### src/rtl/seven_segment_counter_mux.sv
// Multi-digit BCD up/down seconds counter with prescaler, preload and a time-multiplexed seven-segment scan driver.
// Latency: bcd_out/wrap update on the edge after a step or load; led_out/digit_sel are registered 1 cycle from scan index and digits.
// Backpressure: none; free-running display driver, enable only gates the prescaler and count.
//
// Ports:
//   clk, reset (async, active-low)
//   enable     - prescaler runs while high; count and prescaler hold while low
//   up_down    - 1 counts up, 0 counts down
//   load       - synchronous preload of load_value (nibbles above 9 clamp to 9)
//   load_value - BCD preload, digit i at [4i+3:4i]
//   led_out    - segments {g,f,e,d,c,b,a} of the digit being scanned
//   digit_sel  - one-hot active-high digit enable
//   bcd_out    - current count, BCD
//   wrap       - one-cycle pulse when the count rolls over (99..9 -> 0 or 0 -> 99..9)
module seven_segment_counter_mux #(
  parameter int MAX_COUNT      = 16_000_000,
  parameter int DIGITS         = 4,
  parameter int SCAN_COUNT     = 16_000,
  parameter bit SEG_ACTIVE_LOW = 1'b1,
  parameter bit BLANK_LZ       = 1'b0
) (
  input  logic                  clk,
  input  logic                  reset,
  input  logic                  enable,
  input  logic                  up_down,
  input  logic                  load,
  input  logic [4*DIGITS-1:0]   load_value,
  output logic [6:0]            led_out,
  output logic [DIGITS-1:0]     digit_sel,
  output logic [4*DIGITS-1:0]   bcd_out,
  output logic                  wrap
);

  localparam int PW = (MAX_COUNT > 1) ? $clog2(MAX_COUNT) : 1;
  localparam int SW = (SCAN_COUNT > 1) ? $clog2(SCAN_COUNT) : 1;
  localparam int IW = (DIGITS > 1) ? $clog2(DIGITS) : 1;
  localparam logic [PW-1:0] PRE_LAST  = PW'(MAX_COUNT - 1);
  localparam logic [SW-1:0] SCAN_LAST = SW'(SCAN_COUNT - 1);
  localparam logic [IW-1:0] IDX_LAST  = IW'(DIGITS - 1);
  localparam logic [6:0]    SEG_OFF   = SEG_ACTIVE_LOW ? 7'h7F : 7'h00;

  logic [PW-1:0]            prescaler;
  logic [DIGITS-1:0][3:0]   digit;
  logic [DIGITS-1:0][3:0]   digit_nxt;
  logic [DIGITS-1:0][3:0]   load_clamped;
  logic [DIGITS-1:0]        blank;
  logic                     step;
  logic                     carry;
  logic                     wrap_nxt;
  logic                     zero_above;
  logic [SW-1:0]            scan_cnt;
  logic [IW-1:0]            scan_idx;
  logic                     out_en;
  logic [3:0]               cur_digit;

  // Active-high gfedcba pattern for one BCD digit.
  function automatic logic [6:0] decode(input logic [3:0] d);
    case (d)
      4'd0:    decode = 7'b0111111;
      4'd1:    decode = 7'b0000110;
      4'd2:    decode = 7'b1011011;
      4'd3:    decode = 7'b1001111;
      4'd4:    decode = 7'b1100110;
      4'd5:    decode = 7'b1101101;
      4'd6:    decode = 7'b1111101;
      4'd7:    decode = 7'b0000111;
      4'd8:    decode = 7'b1111111;
      4'd9:    decode = 7'b1101111;
      default: decode = 7'b0000000;
    endcase
  endfunction

  assign step    = enable && (prescaler == PRE_LAST);
  assign bcd_out = digit;

  // Ripple increment/decrement; the carry out of the top digit is the wrap condition.
  always_comb begin
    digit_nxt = digit;
    carry     = 1'b1;
    for (int i = 0; i < DIGITS; i++) begin
      if (carry) begin
        if (up_down) begin
          carry        = (digit[i] == 4'd9);
          digit_nxt[i] = carry ? 4'd0 : digit[i] + 4'd1;
        end else begin
          carry        = (digit[i] == 4'd0);
          digit_nxt[i] = carry ? 4'd9 : digit[i] - 4'd1;
        end
      end
    end
    wrap_nxt = carry;
  end

  always_comb begin
    load_clamped = '0;
    for (int i = 0; i < DIGITS; i++) begin
      load_clamped[i] = (load_value[4*i +: 4] > 4'd9) ? 4'd9 : load_value[4*i +: 4];
    end
  end

  // A digit is blank when it and every digit above it is zero; digit 0 always shows.
  always_comb begin
    blank      = '0;
    zero_above = 1'b1;
    for (int i = DIGITS - 1; i >= 0; i--) begin
      zero_above = zero_above && (digit[i] == 4'd0);
      blank[i]   = BLANK_LZ && (i != 0) && zero_above;
    end
  end

  always_ff @(posedge clk or negedge reset) begin
    if (!reset) begin
      prescaler <= '0;
      digit     <= '0;
      wrap      <= 1'b0;
    end else begin
      wrap <= 1'b0;
      if (load) begin
        digit     <= load_clamped;
        prescaler <= '0;
      end else if (step) begin
        digit     <= digit_nxt;
        prescaler <= '0;
        wrap      <= wrap_nxt;
      end else if (enable) begin
        prescaler <= prescaler + PW'(1);
      end
    end
  end

  always_ff @(posedge clk or negedge reset) begin
    if (!reset) begin
      scan_cnt <= '0;
      scan_idx <= '0;
    end else if (scan_cnt == SCAN_LAST) begin
      scan_cnt <= '0;
      scan_idx <= (scan_idx == IDX_LAST) ? '0 : scan_idx + IW'(1);
    end else begin
      scan_cnt <= scan_cnt + SW'(1);
    end
  end

  assign cur_digit = digit[scan_idx];

  // out_en holds the display dark for the first edge after reset release,
  // so the first lit digit appears on the second edge.
  always_ff @(posedge clk or negedge reset) begin
    if (!reset) begin
      out_en    <= 1'b0;
      digit_sel <= '0;
      led_out   <= SEG_OFF;
    end else begin
      out_en <= 1'b1;
      if (out_en) begin
        digit_sel <= DIGITS'(1) << scan_idx;
        led_out   <= blank[scan_idx] ? SEG_OFF
                   : (SEG_ACTIVE_LOW ? ~decode(cur_digit) : decode(cur_digit));
      end
    end
  end

  for (genvar g = 0; g < DIGITS; g++) begin : g_digit_chk
    assert property (@(posedge clk) disable iff (!reset) digit[g] <= 4'd9);
  end
  assert property (@(posedge clk) disable iff (!reset) $onehot0(digit_sel));
  assert property (@(posedge clk) disable iff (!reset) prescaler <= PRE_LAST);
  assert property (@(posedge clk) !reset |=> led_out == SEG_OFF);

endmodule

### config.mk
export PLATFORM = sky130hd
export DESIGN_NAME = seven_segment_counter_mux
export DESIGN_NICKNAME = d
export VERILOG_FILES = /design/src/rtl/seven_segment_counter_mux.sv
export SDC_FILE = /design/constraint.sdc
export NUM_CORES = 1
export LEC_CHECK = 0
export ABC_AREA = 1
export CAP_MARGIN = 15
export CORE_ASPECT_RATIO = 0.9
export CORE_UTILIZATION = 46
export CTS_CLUSTER_SIZE = 12
export DETAILED_ROUTE_END_ITERATION = 6
export GPL_ROUTABILITY_DRIVEN = 1
export PLACE_DENSITY = 0.67
export SYNTH_ARGS = -nofsm -noshare
export SYNTH_HDL_FRONTEND = slang
export SYNTH_SLANG_ARGS = --single-unit
### constraint.sdc
create_clock -name clk -period 2 [get_ports clk]
set_input_delay 0.2 -clock clk [delete_from_list [all_inputs] [get_ports clk]]
set_output_delay 0.2 -clock clk [all_outputs]
set_load 0.05 [all_outputs]
* Word-level counts from Yosys, hierarchy flattened
Memories as Yosys holds them, arrays and structs flattened.
Cells that the tools add are included.
** Operators by class
- Mux-type cells :: 41
- Shift operators :: 1
- $lt $le $gt $ge :: 5
- Divide/modulo/power cells :: 0
- Bitwise operators :: 1
- $add $sub $neg :: 11
- Equal/unequal tests :: 7
- Multipliers :: 0
- Reduce and logical (&&, ||, !) cells :: 13
** Operator list (number)
- 4-bit 2-to-1 mux :: 20
- 24-bit 2-to-1 mux :: 3
- 16-bit 2-to-1 mux :: 2
- 24-bit by 1-bit adder with 24-bit output, second input constant :: 1
- 24-bit == test, second input constant :: 1
- 4-bit by 1-bit adder with 4-bit output, second input constant :: 4
- 4-bit == test, second input constant :: 4
- 4-bit greater-than comparator, second input constant :: 4
- 4-bit zero test :: 4
- 4-bit by 1-bit subtractor with 4-bit output, second input constant :: 4
- 14-bit by 1-bit adder with 14-bit output, second input constant :: 1
- 14-bit == test, second input constant :: 1
- 14-bit 2-to-1 mux :: 1
- 7-bit 2-to-1 mux :: 2
- 1-bit 2-to-1 mux :: 10
- 4-bit binary-select mux with 2-bit select :: 1
- 2-bit nonzero test :: 4
- 7-bit NOT :: 1
- 2-bit AND reduction :: 3
- 1-bit by 2-bit left shift with 4-bit output, first input constant :: 1
- 2-bit by 3-bit less-than comparator with 1-bit output, second input constant :: 1
- 3-bit nonzero test :: 1
- 2-bit by 1-bit adder with 2-bit output, second input constant :: 1
- 1-bit binary-select mux with 2-bit select :: 1
- other kinds (3) :: 3
** Storage, ports and cells
- ROM bits :: 112
- Latch bits :: 0
- Register bits :: 69
- Memory bits (writable) :: 0
- Memories :: 1
** Memory list
- (name not given) :: words 16, bits a word 7, rd ports 1, clocked after memory_dff 0, write ports 0, line 58 : case (d)

* Depth between registers and ports, before layout
- Depth after elaboration :: 7
- Depth in mapped cells :: 11
- Depth with buffers taken out :: 11

* Worst setup path before layout
OpenSTA, ideal clock, no wires.
- Path type :: reg-to-reg
- Start :: register digit, in the netlist bcd_out[4]
- End :: register led_out[3]
- Stages on the path, launching flop included :: 10
- Arrival :: 1.800 ns
- Clock period less this slack :: 1.873 ns
- Slack :: 0.127 ns
- Required time :: 1.927 ns
- Path buffers :: 0
- Setup time :: 0.073 ns
- Cell sequence :: dfrtp_1 > inv_1 > a21oi_1 > o21ai_0 > nand2_1 > inv_1 > ha_1 > nand3_1 > nand3_1 > a21oi_1
** Between the ends
- Longest elaborated chain between the ends :: 6
** Ends and longest elaborated chain
- from (decl) :: line 43 : logic [DIGITS-1:0][3:0] digit;
- from (signal assigned) :: line 119 : digit <= load_clamped;
- from (signal assigned) :: line 122 : digit <= digit_nxt;
- 4-bit binary-select mux with 2-bit select :: line 143 : assign cur_digit = digit[scan_idx];
- 4-bit 2-to-1 mux (implied by the code) :: line 143
- memory 16 x 7 bit
- 7-bit 2-to-1 mux :: line 154 : if (out_en) begin
- 7-bit NOT :: line 157 : : (SEG_ACTIVE_LOW ? ~decode(cur_digit) : decode(cur_digit));
- 7-bit 2-to-1 mux :: line 156 : led_out <= blank[scan_idx] ? SEG_OFF
- to (signal assigned) :: line 156
- to (decl) :: line 28 : output logic [6:0] led_out,
Every way passes these cells. The select of a mux whose other input is x is not followed.
A chain may end at the register's enable or synchronous reset.

* Final worst setup path
- Start :: register digit, in the netlist bcd_out[2]
- End :: output bcd_out[2]
** RTL lines
- to (decl) :: line 30 : output logic [4*DIGITS-1:0] bcd_out,
No word-level cell between the ends.

==> impl_metrics.env <==
export IMPL_hold_path_class="in2async"
export IMPL_grt_pass1_vias=3929
export IMPL_antenna_cells=0
export IMPL_ctsHtreeMaxLevel=3
export IMPL_endpoint_kind="output port"
export IMPL_ys_warn_count=0
export IMPL_drive_above_1_share=0.0944
export IMPL_ys_ff_latch=69
export IMPL_status="completed"
export IMPL_cts_buffers=9
export IMPL_synth_largest_area_cell="dfrtp_1"
export IMPL_io_buffers=48
export IMPL_relSlewSlack=0.634
export IMPL_wl_per_cell_um=12.7
export IMPL_syn_to_final_growth_pct=19.8
export IMPL_crit_family="buffers and inverters"
export IMPL_synth_area_um2=4530
export IMPL_grt_pass1_wl_um=18600
export IMPL_crit_chain="clkdlybuf4s50_1"
export IMPL_ctsRootBufferMaster="clkbuf_8"
export IMPL_synth_cell_types=41
export IMPL_max_freq_mhz=515
export IMPL_pin_count=49
export IMPL_clk_pin_slew_ns=0.09
export IMPL_async_reset_ff_frac=1.00
export IMPL_design_area_um2=5430
export IMPL_die_y_um=96.1
export IMPL_initial_core_util=0.485
export IMPL_yosysTopAreaCellShare=0.343
export IMPL_row_count=33
export IMPL_avgSynthCellArea_um2=6.83
export IMPL_first_pass_iters=5
export IMPL_cts_buffer_depth=2
export IMPL_slowest_stage="clkdlybuf4s50_1"
export IMPL_vias=4350
export IMPL_cts_tree="yes"
export IMPL_place_congestion=0.938
export IMPL_critPathMaxFanout=9
export IMPL_fill_cells=906
export IMPL_ant_nets=0
export IMPL_grt_setup_unrepaired="false"
export IMPL_vdd_drop_max_v=0.000372
export IMPL_period_share=0.970
export IMPL_power_density_nw_per_um2=702
export IMPL_synth_main_ff_cell="dfrtp_1"
export IMPL_ys_top_cells_by_count="nand2_1 (196), inv_1 (83), nor2_1 (79)"
export IMPL_worst_path_buf_inv=1
export IMPL_synth_net_count=695
export IMPL_slew_violations=0
export IMPL_synth_edf_count=0
export IMPL_grt_overflow=0
export IMPL_insertion_delay_ns=0.35
export IMPL_drtIter0Drc=308
export IMPL_worstMarginPinSlew_ns=0.548
export IMPL_die_w_um=107
export IMPL_setup_viol=0
export IMPL_synthCells=663
export IMPL_wl_um=10900
export IMPL_synth_most_common_cell="nand2_1"
export IMPL_required_ns=1.80
export IMPL_die_area_um2=10200
export IMPL_cp_start_kind="flop"
export IMPL_antenna_found_initial=0
export IMPL_finalSetupTns_ns=0
export IMPL_cts_sinks=69
export IMPL_regArea_um2=1740
export IMPL_coreArea_um2=9330
export IMPL_grt_max_degree=47
export IMPL_drc_errors=0
export IMPL_crit_arrival_ns=1.74
export IMPL_placed_area_um2=5220
export IMPL_multiInputGateArea_um2=2410
export IMPL_p_leak_nw=2.66
export IMPL_setup_worst_path_class="reg2out"
export IMPL_globalRouteTotalUtil=0.231
export IMPL_seq_area_frac_synth=0.383
export IMPL_fin_nets=758
export IMPL_skew_ns=0.00776
export IMPL_synth_area_top_cells="dfrtp_1 (34%), nand2_1 (16%), nand3_1 (8.2%)"
export IMPL_maxCapViolations=0
export IMPL_vias_per_cell=5.10
export IMPL_hold_violations=0
export IMPL_period_minus_slack_ns=1.94
export IMPL_slowest_delay_ns=0.87
export IMPL_post_cts_setup_buffers=0
export IMPL_detailed_place_hpwl_um=8240
export IMPL_fin_util=0.582
==> path summary, 6_finish.rpt <==
kind / to / slack [ns] / from / cells after the start
max in group asynchronous: led_out[0] / 0.94 / reset / 3
max reg2reg: led_out[6] / 0.26 / scan_idx[0] / 9
max: bcd_out[2] / 0.06 / bcd_out[2] / 1
min reg2reg: led_out[4] / 0.48 / led_out[4] / 2
min in group clk: led_out[4] / 0.48 / led_out[4] / 2
min: scan_cnt[7] / 0.36 / reset / 2
==> sequential cells by signal, indices dropped and copies added, names as in the netlist <==
name,cells
scan_idx,2
out_en,1
prescaler,24
wrap,1
digit_sel,4
scan_cnt,14
bcd_out,16
led_out,7
==> through the flow <==
step	hold slack, ns	cells	power, mW	setup slack (ns)
3_5_place_dp	0.218	836	2.66	0.212
3_3_place_gp	0.213	836	2.65	0.241
4_1_cts	0.376	853	3.86	0.0261
5_1_grt	0.405	853	4.03	0.0284
2_1_floorplan	-0.0956	663	2.29	0.127
6_report	0.363	853	3.81	0.0597
==> where the power goes <==
group | leakage [nW] | internal, mW | switching [mW]
registers | 0.895 | 1.49 | 0.112
clock network | 0.0996 | 0.580 | 0.592
logic | 1.66 | 0.356 | 0.680
total | 2.66 | 2.43 | 1.38
==> area by class of cell <==
class / instances / area share
Clock inverter: 7 / 0.0136
Sequential cell: 69 / 0.320
Tap cell: 122 / 0.0281
Timing Repair Buffer: 63 / 0.112
Inverter: 87 / 0.0602
Multi-Input combinational cell: 496 / 0.444
Clock buffer: 9 / 0.0228
==> logic make-up after synthesis <==
kind of cell               count (synthesis)  synth area share
and+or+nand+nor                          404             0.398
muxes                                      1           0.00221
xor gates and xnor gates                   7            0.0135
other                                      1          0.000828
AOI/OAI and AO/OA                         72            0.0867
adders and majority gates                 11            0.0304
DFF                                       69             0.383
buffers and inverters                     98            0.0854
==> per-layer routing <==
metal	wire length, um	vias up	track usage
met2	4910	142	0.376
li1	-	2247	-
met1	5160	1946	0.312
met4	167	0	0.0788
met5	0	-	0
met3	621	15	0.0386
==> placed cells by master (no fill, tap or decap), types with 2 or more instances in the layout <==
cell | netlist | final
ha_1 | 11 | 11
inv_2 | 4 | 4
nand2_2 | 8 | 8
o21ai_1 | 5 | 5
clkinv_2 | 0 | 2
nand4_1 | 7 | 7
dfstp_2 | 7 | 7
o211ai_1 | 5 | 5
a21oi_1 | 25 | 25
o22ai_1 | 2 | 2
xnor2_1 | 3 | 3
nor2_2 | 8 | 8
nand3b_1 | 4 | 4
o21ai_0 | 29 | 29
nor3b_1 | 5 | 5
nand2_1 | 196 | 196
nand3_1 | 74 | 74
buf_4 | 2 | 13
inv_1 | 83 | 83
nor2_4 | 3 | 3
clkbuf_8 | 0 | 9
xor2_1 | 4 | 4
nor3_1 | 11 | 11
dlymetal6s2s_1 | 0 | 2
clkdlybuf4s50_1 | 0 | 45
clkinv_4 | 0 | 2
nor2_1 | 79 | 79
dfrtp_1 | 62 | 62
a22oi_1 | 3 | 3
==> repair_timing <==
| item | in CTS | in global routing |
|---|---|---|
| hold endpoints to repair | 20 | 0 |
| endpoints found under the setup margin | 0 | 2 |
| hold buffers | 1 | 0 |
| gates resized for setup | 0 | 2 |
Note: power is estimated with default switching activity, not from simulation.
==> RTL edit 1 (same settings) <==
Change the parameter `SEG_ACTIVE_LOW` from 1'b1 to 1'b0.
--- a/src/rtl/seven_segment_counter_mux.sv
+++ b/src/rtl/seven_segment_counter_mux.sv
@@ -17,5 +17,5 @@
   parameter int DIGITS         = 4,
   parameter int SCAN_COUNT     = 16_000,
-  parameter bit SEG_ACTIVE_LOW = 1'b1,
+  parameter bit SEG_ACTIVE_LOW = 1'b0,
   parameter bit BLANK_LZ       = 1'b0
 ) (
Function: changed (a bounded check fails within 4 cycles, from zero or initial values and one cycle with reset low).
==> RTL edit 1 against the original RTL <==
Wire length is 0.35% lower; global-route usage is 0.78 points lower; worst setup slack worse by 0.014 ns; critical path depth stayed put; highest routed layer unchanged; power is 0.39% higher; synthesized area is 0.58% higher; register-to-register slack worse by 0.09 ns; largest power group unchanged; die area is 0.57% higher; synthesized cell count is 1.8% lower; design area is 0.12% higher; sequential cell count stayed put; clock power is 10% lower.
==> RTL edit 1: results <==
[status]
status = complete, no violations

[drt]
dr.pass1.iters = 7
num_vias = 4320
routedWlPerCell_um = 12.8

[synthesis]
netlist_top_cells_area = dfrtp_1 38%, nand2_1 17%, nand3_1 6.6%, nor2_1 6.6%, inv_1 5.9%
synth.mux.area_fraction_pct = 0.989
synth-adder-area-share_pct = 3.30

[placement]
pre_cts_ws_ns = 0.153
hpwl_um = 8090

[global_route]
track_usage_pct = 22.3
grt.met3_usage_pct = 5.57
grt_pass1_wl_um = 18000
grt_use_met2_pct = 34.2
grt_max_degree = 29
grtUsageMet1_pct = 31.1

[cells_and_area]
layout.nonclk_buf_share_pct = 11.3
regArea_um2 = 1730
multi_input_area_share_pct = 45.3
final_layout_size_suffix_gt1_share_pct = 9.74
nNetsFinal = 747
clkCellAreaFrac_pct = 3.22

[power]
total_leakage_power_uw = 0.00272

[critical_path]
crit_start = bcd_out[13]
regToRegEndpoint = led_out[3]
r2r_setup_slack_ns = 0.17
crit_end = bcd_out[13]

[clock_tree]
cts-resized-gates = 1
clock_latency_ns = 0.37
[RTL edit 1: changes by cell type in the layout (fill, tap and decap cells not counted), sizes merged, moves of 5 or more]
cell,delta
nand3,-13
dfstp,-7
inv,-10
nand2,+5
xor2,+9
dfrtp,+7
[RTL edit 1: through the flow]
| step | utilization, % | total power (uW) | area (um^2) | hold slack, ns | cells |
|---|---|---|---|---|---|
| 3_5_place_dp | 54.3 | 2790 | 5240 | 0.143 | 828 |
| 4_1_cts | 56.2 | 3860 | 5420 | 0.300 | 845 |
| 2_1_floorplan | - | 2400 | 4560 | -0.0956 | 651 |
| 5_1_grt | 56.3 | 4050 | 5430 | 0.340 | 845 |
| 3_3_place_gp | 54.3 | 2780 | 5240 | 0.137 | 828 |
| 6_report | 56.3 | 3830 | 5430 | 0.304 | 845 |
[RTL edit 1: where the power goes]
part	switching (uW)	total [uW]	leakage (uW)	internal, uW
sequential	135	1620	0.000895	1490
clock	597	1050	0.0000755	458
combinational	749	1150	0.00175	397
total	1480	3830	0.00272	2340
==> RTL edit 2 (same settings) <==
Without the edit above. Reset style: synchronous (`reset`), changed in 3 clocked blocks. Comments in the files are not updated.
--- a/src/rtl/seven_segment_counter_mux.sv
+++ b/src/rtl/seven_segment_counter_mux.sv
@@ -109,5 +109,5 @@
   end
 
-  always_ff @(posedge clk or negedge reset) begin
+  always_ff @(posedge clk) begin
     if (!reset) begin
       prescaler <= '0;
@@ -129,5 +129,5 @@
   end
 
-  always_ff @(posedge clk or negedge reset) begin
+  always_ff @(posedge clk) begin
     if (!reset) begin
       scan_cnt <= '0;
@@ -145,5 +145,5 @@
   // out_en holds the display dark for the first edge after reset release,
   // so the first lit digit appears on the second edge.
-  always_ff @(posedge clk or negedge reset) begin
+  always_ff @(posedge clk) begin
     if (!reset) begin
       out_en    <= 1'b0;
Behaviour: differs if reset is asserted again (counterexample within 4 cycles, from zero or initial values and one cycle with reset low); with reset held inactive, the same outputs for 10 cycles.
==> RTL edit 2 against the original RTL <==
Wire length down 7.3%; worst setup slack better by 0.018 ns; clock skew grew 0.0051 ns; first-iteration DRC count decreased by 24%; power decreased by 14%; highest routed layer unchanged; design area is 6.1% lower; sequential cell count unchanged; synthesized area down 6.5%.
==> RTL edit 2: results <==
[cells_and_area]
final_layout_size_suffix_gt1_share_pct = 9.14
fillers = 847
nNetsFinal = 738

[timing]
drv_slew = 0
fin_skew_ns = 0.0128
relSlewSlack_pct = 64.3

[power]
vdd_drop_max_uv = 556
total_leakage_power_uw = 0.00230

[placement]
dpl_cell_area_um2 = 4890
hpwl_um = 7430
dp_cells = 814
pre_cts_ws_ns = 0.0669
gp_congestion = 0.849

[global_route]
track_usage_pct = 22.4
grt_max_degree = 28
grt_pass1_wl_um = 16900
first_global_vias = 3822

[min_path]
hold_path.class = reg2reg

[drt]
drt-met1-wl_um = 5080
totalWireLength_um = 10100
wl_met2_um = 4490
via_per_inst = 5.06
drtIter0Drc = 233

[synthesis]
ys_top_cells_by_count = 186 x nand2_1, 98 x nor2_1, 69 x dfxtp_1, 69 x inv_1, 40 x nand3_1
syn_nets = 686
yosysSeqAreaShare_pct = 32.6
syn_avg_cell_area_um2 = 6.47
netlist_top_cells_area = dfxtp_1 33%, nand2_1 16%, nor2_1 8.7%, inv_1 6.1%, nand3_1 4.7%
synth_flop_cell = dfxtp_1
synth_cell_types = 39
async_flop_share_pct = 0

[status]
status = complete, no violations

[clock_tree]
cts_root_buf = clkbuf_8
clock_latency_ns = 0.35

[critical_path]
path_max_fanout = 7
arrival_ns = 1.72
-- RTL edit 2: cell count changes in the layout (fill, tap and decap cells not counted), sizes merged, moves of 11 or more --
cell / change
inv: -16
dfrtp: -62
nor2: +21
nand3: -33
dfxtp: +69
xor2: +11
-- RTL edit 2: routing by layer --
layer  global-route usage (%)  vias to the layer above
li1                         -                     2186
met1                     31.3                     1903
met2                     34.4                      103
met3                     5.38                        4
met4                     5.40                        0
met5                        0                        -
-- RTL edit 2: what timing repair did --
item,4_1_cts,5_1_grt
gates resized for setup,0,5
setup endpoints to repair,0,7
setup buffers,0,0
-- RTL edit 2: worst paths after layout --
| kind | slack, ns | depth (start not counted) | endpoint | start |
|---|---|---|---|---|
| max | 0.08 | 1 | bcd_out[11] | bcd_out[11] |
| min | 0.45 | 1 | scan_cnt[0] | scan_cnt[0] |
| max reg2reg | 0.22 | 11 | led_out[0] | bcd_out[12] |
| min reg2reg | 0.45 | 1 | scan_cnt[0] | scan_cnt[0] |
-- RTL edit 2: layout make-up --
type,instances,share of cell area [%]
Clock inverter,7,1.45
Clock buffer,9,2.43
Sequential cell,69,27.1
Timing Repair Buffer,59,12.0
Multi-Input combinational cell,496,48.9
Inverter,71,5.23
Tap cell,119,2.92
-- RTL edit 2: logic make-up after synthesis --
| logic type | share of synthesized area, % |
|---|---|
| AO/OA/AOI/OAI | 11.0 |
| AND/OR/NAND/NOR | 40.2 |
| XOR/XNOR | 4.14 |
| flip-flops | 32.6 |
| buffers and inverters | 8.54 |
| adder cells (fa/ha/maj) | 3.25 |
| multiplexers | 0.236 |
-- RTL edit 2: where the power goes --
group          total, uW  leakage, uW  switching (uW)  internal (uW)
combinational        621      0.00163             392            229
clock               1160    0.0000996             576            580
sequential          1480     0.000563            64.4           1420
total               3260      0.00230            1030           2230
